## src/rtl/regfile_pkg.sv

```systemverilog
// Shared definitions for the 4x16 register file write-back path.
package regfile_pkg;
  localparam int DATA_W     = 16;
  localparam int REG_IDX_W  = 2;
  localparam int NUM_REGS   = 1 << REG_IDX_W;
  localparam int FIFO_DEPTH = 4;
  localparam int COUNT_W    = $clog2(FIFO_DEPTH) + 1;

  typedef struct packed {
    logic [REG_IDX_W-1:0] idx;
    logic [DATA_W-1:0]    data;
  } wb_entry_t;

  localparam int ENTRY_W = $bits(wb_entry_t);
endpackage

```

## src/rtl/regfile_writeback_queue_fifo.sv

```systemverilog
// In-order synchronous FIFO that also exposes every slot and its occupancy,
// so the owner can scan queued entries without popping them.
module wb_fifo #(
  parameter int DEPTH = 4,
  parameter int WIDTH = 18,
  localparam int PTR_W = $clog2(DEPTH)
) (
  input  logic                   clk,
  input  logic                   reset,
  input  logic                   push,
  input  logic [WIDTH-1:0]       push_data,
  input  logic                   pop,
  output logic [WIDTH-1:0]       head_data,
  output logic                   full,
  output logic                   empty,
  output logic [PTR_W:0]         count,
  output logic [DEPTH-1:0]       entry_valid,
  output logic [DEPTH*WIDTH-1:0] entries
);
  logic [WIDTH-1:0] mem_q [DEPTH];
  logic [WIDTH-1:0] mem_d [DEPTH];
  logic [PTR_W-1:0] wr_ptr_q, wr_ptr_d;
  logic [PTR_W-1:0] rd_ptr_q, rd_ptr_d;
  logic [PTR_W:0]   count_q, count_d;
  logic             do_push;
  logic             do_pop;

  assign full      = (count_q == (PTR_W+1)'(DEPTH));
  assign empty     = (count_q == '0);
  assign count     = count_q;
  assign head_data = mem_q[rd_ptr_q];

  // Pushing while full is dropped even if a pop frees a slot the same cycle.
  always_comb begin
    do_push = push && !full;
    do_pop  = pop && !empty;
    mem_d   = mem_q;
    if (do_push) mem_d[wr_ptr_q] = push_data;
    wr_ptr_d = wr_ptr_q + PTR_W'(do_push);
    rd_ptr_d = rd_ptr_q + PTR_W'(do_pop);
    count_d  = count_q + (PTR_W+1)'(do_push) - (PTR_W+1)'(do_pop);
  end

  always_ff @(posedge clk or posedge reset) begin
    if (reset) begin
      mem_q    <= '{default: '0};
      wr_ptr_q <= '0;
      rd_ptr_q <= '0;
      count_q  <= '0;
    end else begin
      mem_q    <= mem_d;
      wr_ptr_q <= wr_ptr_d;
      rd_ptr_q <= rd_ptr_d;
      count_q  <= count_d;
    end
  end

  // A slot is live when its distance from the read pointer is below the count.
  for (genvar gi = 0; gi < DEPTH; gi++) begin : g_slot
    logic [PTR_W-1:0] offset;
    assign offset                      = PTR_W'(gi) - rd_ptr_q;
    assign entry_valid[gi]             = ({1'b0, offset} < count_q);
    assign entries[gi*WIDTH +: WIDTH]  = mem_q[gi];
  end
endmodule

```

## src/rtl/regfile_writeback_queue.sv

```systemverilog
// Write-side master for the register file: arbitrates ALU/multiplier results,
// queues them in order and drains one per cycle onto the single write port.
module regfile_writeback_queue
  import regfile_pkg::*;
(
  input  logic                 clk,
  input  logic                 reset,
  input  logic                 mul_valid,
  output logic                 mul_ready,
  input  logic [REG_IDX_W-1:0] mul_reg_index,
  input  logic [DATA_W-1:0]    mul_data,
  input  logic                 alu_valid,
  output logic                 alu_ready,
  input  logic [REG_IDX_W-1:0] alu_reg_index,
  input  logic [DATA_W-1:0]    alu_data,
  output logic                 write_enable,
  output logic [REG_IDX_W-1:0] write_reg_index,
  output logic [DATA_W-1:0]    write_data,
  output logic [NUM_REGS-1:0]  pending_mask,
  output logic [COUNT_W-1:0]   fifo_count
);
  logic                          push;
  logic                          full;
  logic                          empty;
  wb_entry_t                     push_entry;
  wb_entry_t                     head_entry;
  logic [FIFO_DEPTH-1:0]         entry_valid;
  logic [FIFO_DEPTH*ENTRY_W-1:0] entries;
  wb_entry_t                     entry_arr [FIFO_DEPTH];

  logic                 write_enable_q, write_enable_d;
  logic [REG_IDX_W-1:0] write_reg_index_q, write_reg_index_d;
  logic [DATA_W-1:0]    write_data_q, write_data_d;

  // Multiplier has fixed priority; the ALU only sees ready when the multiplier is idle.
  assign mul_ready = !full;
  assign alu_ready = !full && !mul_valid;

  always_comb begin
    push = (mul_valid && mul_ready) || (alu_valid && alu_ready);
    if (mul_valid) begin
      push_entry.idx  = mul_reg_index;
      push_entry.data = mul_data;
    end else begin
      push_entry.idx  = alu_reg_index;
      push_entry.data = alu_data;
    end
  end

  wb_fifo #(
    .DEPTH (FIFO_DEPTH),
    .WIDTH (ENTRY_W)
  ) u_fifo (
    .clk         (clk),
    .reset       (reset),
    .push        (push),
    .push_data   (push_entry),
    .pop         (!empty),
    .head_data   (head_entry),
    .full        (full),
    .empty       (empty),
    .count       (fifo_count),
    .entry_valid (entry_valid),
    .entries     (entries)
  );

  // Index/data hold their last value when the queue is empty.
  always_comb begin
    write_enable_d    = !empty;
    write_reg_index_d = write_reg_index_q;
    write_data_d      = write_data_q;
    if (!empty) begin
      write_reg_index_d = head_entry.idx;
      write_data_d      = head_entry.data;
    end
  end

  always_ff @(posedge clk or posedge reset) begin
    if (reset) begin
      write_enable_q    <= 1'b0;
      write_reg_index_q <= '0;
      write_data_q      <= '0;
    end else begin
      write_enable_q    <= write_enable_d;
      write_reg_index_q <= write_reg_index_d;
      write_data_q      <= write_data_d;
    end
  end

  assign write_enable    = write_enable_q;
  assign write_reg_index = write_reg_index_q;
  assign write_data      = write_data_q;

  for (genvar gi = 0; gi < FIFO_DEPTH; gi++) begin : g_unpack
    assign entry_arr[gi] = entries[gi*ENTRY_W +: ENTRY_W];
  end

  // A register stays pending while queued or while its write is on the port.
  always_comb begin
    pending_mask = '0;
    if (write_enable_q) pending_mask[write_reg_index_q] = 1'b1;
    for (int i = 0; i < FIFO_DEPTH; i++) begin
      if (entry_valid[i]) pending_mask[entry_arr[i].idx] = 1'b1;
    end
  end
endmodule
```

## config.mk

```make
export PLATFORM = sky130hd
export DESIGN_NAME = regfile_writeback_queue
export DESIGN_NICKNAME = d
export VERILOG_FILES = /design/src/rtl/regfile_pkg.sv /design/src/rtl/regfile_writeback_queue_fifo.sv /design/src/rtl/regfile_writeback_queue.sv
export SDC_FILE = /design/constraint.sdc
export NUM_CORES = 1
export LEC_CHECK = 0
export ABC_AREA = 0
export CAP_MARGIN = 10
export CORE_MARGIN = 5
export CORE_UTILIZATION = 55
export CTS_CLUSTER_DIAMETER = 200
export CTS_CLUSTER_SIZE = 28
export DETAILED_ROUTE_END_ITERATION = 8
export PLACE_DENSITY = 0.8
export SLEW_MARGIN = 20
export SYNTH_ARGS = -nofsm -noshare
export SYNTH_HDL_FRONTEND = slang
export SYNTH_SLANG_ARGS = --single-unit
export TNS_END_PERCENT = 5
```

## constraint.sdc

```tcl
create_clock -name clk -period 6 [get_ports clk]
set_clock_uncertainty 0.2 [all_clocks]
set_input_delay 1.2 -clock clk [delete_from_list [all_inputs] [get_ports clk]]
set_output_delay 1.2 -clock clk [all_outputs]
set_load 0.01 [all_outputs]
```

# Word level (Yosys, flattened, before mapping)
# Cells that the tools add are included.
# word_totals
ff_bits	98
latch_bits	0
ramBits	0
rom_bits	0
in_bits	40
output_inout_bits	28
word_cells	79
memories	0
# classes
addsub	8
mul	0
n_div	0
n_lt_le_gt_ge	17
n_eq_ne	1
n_shift	0
mux	22
bitwise_logic	6
n_reduce_logical	15
# ops
cell	count
bitwise mux 72 bit	1
two-way mux 18 bit	4
binary-select mux 18 bit (select 2 bit)	1
demux 18 bit (select 2 bit)	1
two-way mux 4 bit	5
bitwise OR 4 bit	4
< comparator 2 x 3 -> 1 bit, second input constant	5
< comparator 2 x 3 -> 1 bit	4
demux 1 bit (select 2 bit)	5
>= comparator 2 x 1 -> 1 bit, second input constant	5
logical AND 1 bit	10
>= comparator 3 bit, second input constant	2
inverter 2 -> 3 bit	2
two-way mux 1 bit	5
adder 2 x 1 -> 2 bit	2
subtractor 1 x 2 -> 2 bit, first input constant	2
subtractor 2 bit, first input constant	2
adder 3 x 1 -> 3 bit	1
equality test 3 bit, second input constant	1
zero test 1 bit	3
zero test 3 bit	1
< comparator 3 x 1 -> 1 bit, second input constant	1
subtractor 3 x 1 -> 3 bit	1
logical OR 1 bit	1

# Logic depth before layout (Yosys ltp)
# depth
ltp_word	13
ltp_mapped	9
depth_no_buf	8

# Cells and area by module
# Synthesis repeated with hierarchy kept, for this count alone.
# unflattened
hier_cells	316
area_unflattened_um2	4752.1
# by_module_without_submodules
module	instances	cells_each	area_each_um2	seq_area_each_um2
wb_fifo	1	222	3656.0	1976.9
regfile_writeback_queue	1	94	1096.1	475.5

# Worst setup path after synthesis
# Ideal clock, no wire load.
# synth_path
path_type	register to output
from	reg u_fifo.rd_ptr_q[1]
to	out pending_mask[0]
arrival_ns	2.103
required_time_ns	4.600
slack_ns	2.497
path_stages_with_launch	8
n_path_buf	1
path_cell_list	dfrtp_1 > buf_1 > xnor2_1 > inv_1 > ha_1 > a21oi_1 > nor2_1 > o311ai_0
# synth_via
elab_chain_len	9
word_cells_on_any_way	15
cone_classes	add/sub (4); order compare (4); mux (4); bitwise (3)
# synth_rtl
element	line_no	source
from (decl)	regfile_writeback_queue_fifo.sv:23	logic [PTR_W-1:0] rd_ptr_q, rd_ptr_d;
from (signal assigned)	regfile_writeback_queue_fifo.sv:53	rd_ptr_q <= rd_ptr_d;
subtractor 1 x 2 -> 2 bit	regfile_writeback_queue_fifo.sv:61	assign offset = PTR_W'(gi) - rd_ptr_q;
< comparator 2 x 3 -> 1 bit	regfile_writeback_queue_fifo.sv:62	assign entry_valid[gi] = ({1'b0, offset} < count_q);
two-way mux 4 bit	regfile_writeback_queue.sv:103	if (entry_valid[i]) pending_mask[entry_arr[i].idx] = 1'b1;
bitwise OR 4 bit (no source line)	n/a	
two-way mux 4 bit	regfile_writeback_queue.sv:103	
bitwise OR 4 bit (no source line)	n/a	
two-way mux 4 bit	regfile_writeback_queue.sv:103	
bitwise OR 4 bit (no source line)	n/a	
two-way mux 4 bit *	regfile_writeback_queue.sv:103	
to (decl)	regfile_writeback_queue.sv:19	output logic [NUM_REGS-1:0] pending_mask,
# Every way passes the cells marked *; elsewhere a longest branch is shown, timed or not.

# Worst setup path in the final report
# layout_path
from	reg u_fifo.count_q[1], in the netlist u_fifo.count[1]
to	out pending_mask[0]
# layout_via
elab_chain_len	8
word_cells_on_any_way	11
cone_classes	order compare (4); mux (4); bitwise (3)
# layout_rtl
element	line_no	source
from (decl)	regfile_writeback_queue_fifo.sv:24	logic [PTR_W:0] count_q, count_d;
from (signal assigned)	regfile_writeback_queue_fifo.sv:54	count_q <= count_d;
< comparator 2 x 3 -> 1 bit	regfile_writeback_queue_fifo.sv:62	
two-way mux 4 bit	regfile_writeback_queue.sv:103	
bitwise OR 4 bit (no source line)	n/a	
two-way mux 4 bit	regfile_writeback_queue.sv:103	
bitwise OR 4 bit (no source line)	n/a	
two-way mux 4 bit	regfile_writeback_queue.sv:103	
bitwise OR 4 bit (no source line)	n/a	
two-way mux 4 bit *	regfile_writeback_queue.sv:103	
# Marks and branches as above.

==> flow_summary_export.csv <==
group,metric,value,unit
outcome,status,"finished clean",
global_routing,met1_usage,24.22,%
power_and_ir_drop,p_leak,2.356,nW
floorplan,fp-row-count,34,
sta,hold_violations,0,
placed_design,place.detailed.hpwl,6396,um
clock_tree,insertion_delay,350,ps
placed_design,dp_cells,480,
logic_synthesis,syn_nets,364,
route,firstDrtPassIters,4,
worst_hold_path,holdPathEnd,"u_fifo.entries[21]",
floorplan,core,0.008593,sq mm
clock_tree,cts_made_buffers,9,
global_routing,antenna_found_initial,0,
worst_setup_path,arrival,2670,ps
logic_synthesis,synth_top_flop_cell,"dfrtp_1",
route,wirelength,9395,um
logic_synthesis,syn-cell-area,0.004762,sq mm
power_and_ir_drop,intPower,2.254,mW
worst_hold_path,min-delay-start,"u_fifo.entries[21]",
logic_synthesis,synth-seq-area-share,51.50,%
global_routing,use_met2,32.81,%
cells_and_area,drive_gt1_share,40.21,%
clock_tree,cts_setup_buffers,0,
worst_setup_path,cp_slowest_cell,"clkdlybuf4s50_1",
worst_setup_path,regToRegSetupSlack,2690,ps
logic_synthesis,yosysUniqueCellTypes,42,
clock_tree,post_cts_resize_count,0,
worst_setup_path,critPathLaunchType,"flip-flop",
clock_tree,cts.htree.levels,3,
route,routedWlPerCell,18.94,um
floorplan,initial_core_util,55.42,%
clock_tree,cts_tree,"done",
route,drcViolationCount,0,
power_and_ir_drop,p_sw,1.120,mW
power_and_ir_drop,ir_drop,0.0002105,V
global_routing,grt_max_degree,62,
clock_tree,clkTransAtPathRegs,90,ps
logic_synthesis,yosys_warnings,0,
clock_tree,cts_sinks,98,
logic_synthesis,synth-edff-count,0,
logic_synthesis,synthCells,315,
logic_synthesis,synth_top_area_share,51.50,%
worst_setup_path,reg2reg_from,"u_fifo.count[2]",
route,viasPerCell,5.706,
logic_synthesis,synthTopCellsByArea,"dfrtp_1, mux2_2, mux4_2",
cells_and_area,multiInputGateArea,0.002166,sq mm
global_routing,grt_use_met3,2.300,%
logic_synthesis,syn_avg_cell_area,15.12,sq um
route,vias,2830,
clock_tree,cts_root_buffer,"clkbuf_8",
sta,fmax,245.9,MHz
power_and_ir_drop,swShare,33.20,%
global_routing,globalRoute.totalOverflow,0,
worst_setup_path,setup.worst_path.class,"flip-flop to output pin",
placed_design,pre_cts_ws,2039,ps
worst_setup_path,slowest_delay,510,ps
global_routing,grt_usage,18.80,%
placed_design,port_buffers,67,
placed_design,place_congestion,0.7875,
floorplan,die_height,103.1,um
clock_tree,hold_buffers,0,
sta,setup_viol,0,
logic_synthesis,synth-async-reset-ratio,100.0,%
global_routing,busiest_layer,"met2",
worst_setup_path,critPathMaxFanout,5,
flow_run,cap_viol_max_count,0,
sta,tightest_slew,1078,ps
worst_setup_path,crit_buf_inv,2,
global_routing,grt_pass1_vias,2993,
worst_setup_path,r2r_cells,8,
clock_tree,clock_path_buffers,2,
cells_and_area,syn_to_final_growth,20.44,%
cells_and_area,fin_cells,496,
worst_setup_path,crit_required,4600,ps
cells_and_area,antenna_cells,0,
cells_and_area,final_nets,432,
power_and_ir_drop,p_seq_share,37.5,%
sta,setup_slack,1934,ps
sta,finalCriticalPeriod,4066,ps
logic_synthesis,synthTopCellsByCount,"dfrtp_1, mux2_2, mux4_2",
route,drt_iter0_markers,101,
cells_and_area,seq_area,0.002452,sq mm
sta,setup_tns,0,ps
logic_synthesis,synth_area_leader_cell,"dfrtp_1",
floorplan,dieArea,0.01062,sq mm
worst_setup_path,path_delay_family,"buffers and inverters",
cells_and_area,n_fill_cell,632,
worst_setup_path,end_kind,"output pin",
logic_synthesis,synth-seq-cells,98,
sta,fin_crit_sh,67.77,%
worst_setup_path,r2r_end,"u_fifo.count[2]",
route,detail-route-antenna-nets,0,
power_and_ir_drop,power_density,588.2,mW/mm^2
sta,rsz0062_at_grt,"no",
floorplan,ios,68,
sta,slew_viol_final,0,
worst_hold_path,min_path_type,"flip-flop to flip-flop",
worst_hold_path,hold_depth,1,
floorplan,die_w,103.1,um
power_and_ir_drop,clkPwrFrac,13.7,%
worst_setup_path,path_cells,"inv_1, ha_1, a21oi_1, nor3_1, a221oi_1, o311ai_0, clkdlybuf4s50_1",
power_and_ir_drop,pwr-share-comb,48.9,%
global_routing,grt_pass1_wl,15230,um
sta,relSlewSlack,27.87,%
-- worst register-to-register path: cells and delay by family (launching register included) --
kind	cells	cell delay (ps)
XOR/XNOR	2	280
adder cells (fa/ha/maj)	3	940
buffers and inverters	2	280
flip-flops	1	550
AND/OR/NAND/NOR	1	950
-- cells by family (layout without fill, tap and decap cells) --
kind of cell             count (synthesis)  in the layout  share of synthesized area, %
buffers and inverters                   29            102                         3.258
AO/OA/AOI/OAI                           21             21                         3.101
adder cells (fa/ha/maj)                  9              9                         2.522
XOR/XNOR                                 5              5                        0.9198
AND/OR/NAND/NOR                         27             27                         3.862
flip-flops                              98             98                         51.50
multiplexers                           126            126                         34.84
-- layout make-up --
type	count	area share, %
Clock buffer	10	2.225
Clock inverter	6	1.549
Inverter	14	1.003
Multi-Input combinational cell	188	37.76
Sequential cell	98	42.76
Tap cell	108	2.356
Timing Repair Buffer	72	12.35
-- how the worst max path moves through the flow --
stage                            endpoint  cells past startpoint       startpoint  slack [ps]
after detailed placement        alu_ready                      4        mul_valid        2040
after global placement          alu_ready                      4        mul_valid        2060
after global routing      pending_mask[0]                      7  u_fifo.count[1]        1850
final                     pending_mask[0]                      7  u_fifo.count[1]        1930
after CTS                 pending_mask[0]                      7  u_fifo.count[1]        1930
after floorplan           u_fifo.count[0]                      1            reset        2040
-- metal layers --
layer | wire length, um | part of all wire (%) | vias to the layer above
met4 | 164 | 1.7 | 0
met3 | 239 | 2.5 | 14
met2 | 4979 | 53 | 44
met5 | 0 | 0 | -
li1 | - | - | 1301
met1 | 4011 | 43 | 1471
-- power groups by stage --
stage / clock network (mW) / registers [mW] / logic [mW]
floorplan: 0 / 1.22 / 1.20
global placement: 0 / 1.25 / 1.63
detailed placement: 0 / 1.28 / 1.67
CTS: 0.470 / 1.26 / 1.67
global route: 0.495 / 1.31 / 1.79
finish: 0.461 / 1.26 / 1.65
-- cell usage in the layout, fill, tap and decap left out, types with 4 or more instances in the layout --
cell type	instances
mux2_4	10
dfrtp_1	98
ha_1	8
o21ai_0	5
mux4_2	18
inv_1	11
mux2_2	98
a21oi_1	4
clkbuf_8	9
nor2_1	4
clkdlybuf4s50_1	67
buf_4	5
-- through the flow --
step / total power, mW / area, sq um / util, % / hold slack [ps]
after global routing: 3.594 / 5736 / 66.74 / 318.4
final: 3.374 / 5736 / 66.74 / 306.5
after global placement: 2.880 / 5519 / 64.23 / 281.9
after floorplan: 2.421 / 4762 / - / 273.8
after detailed placement: 2.942 / 5519 / 64.23 / 289.4
after CTS: 3.409 / 5736 / 66.74 / 309.9
-- registers in the layout, indices dropped and copies added, names as in the netlist --
register,count
write_data,16
u_fifo.wr_ptr_q,2
u_fifo.rd_ptr_q,2
write_reg_index,2
u_fifo.count,3
u_fifo.entries,72
write_enable,1
Power figures use the tool's default switching activity.
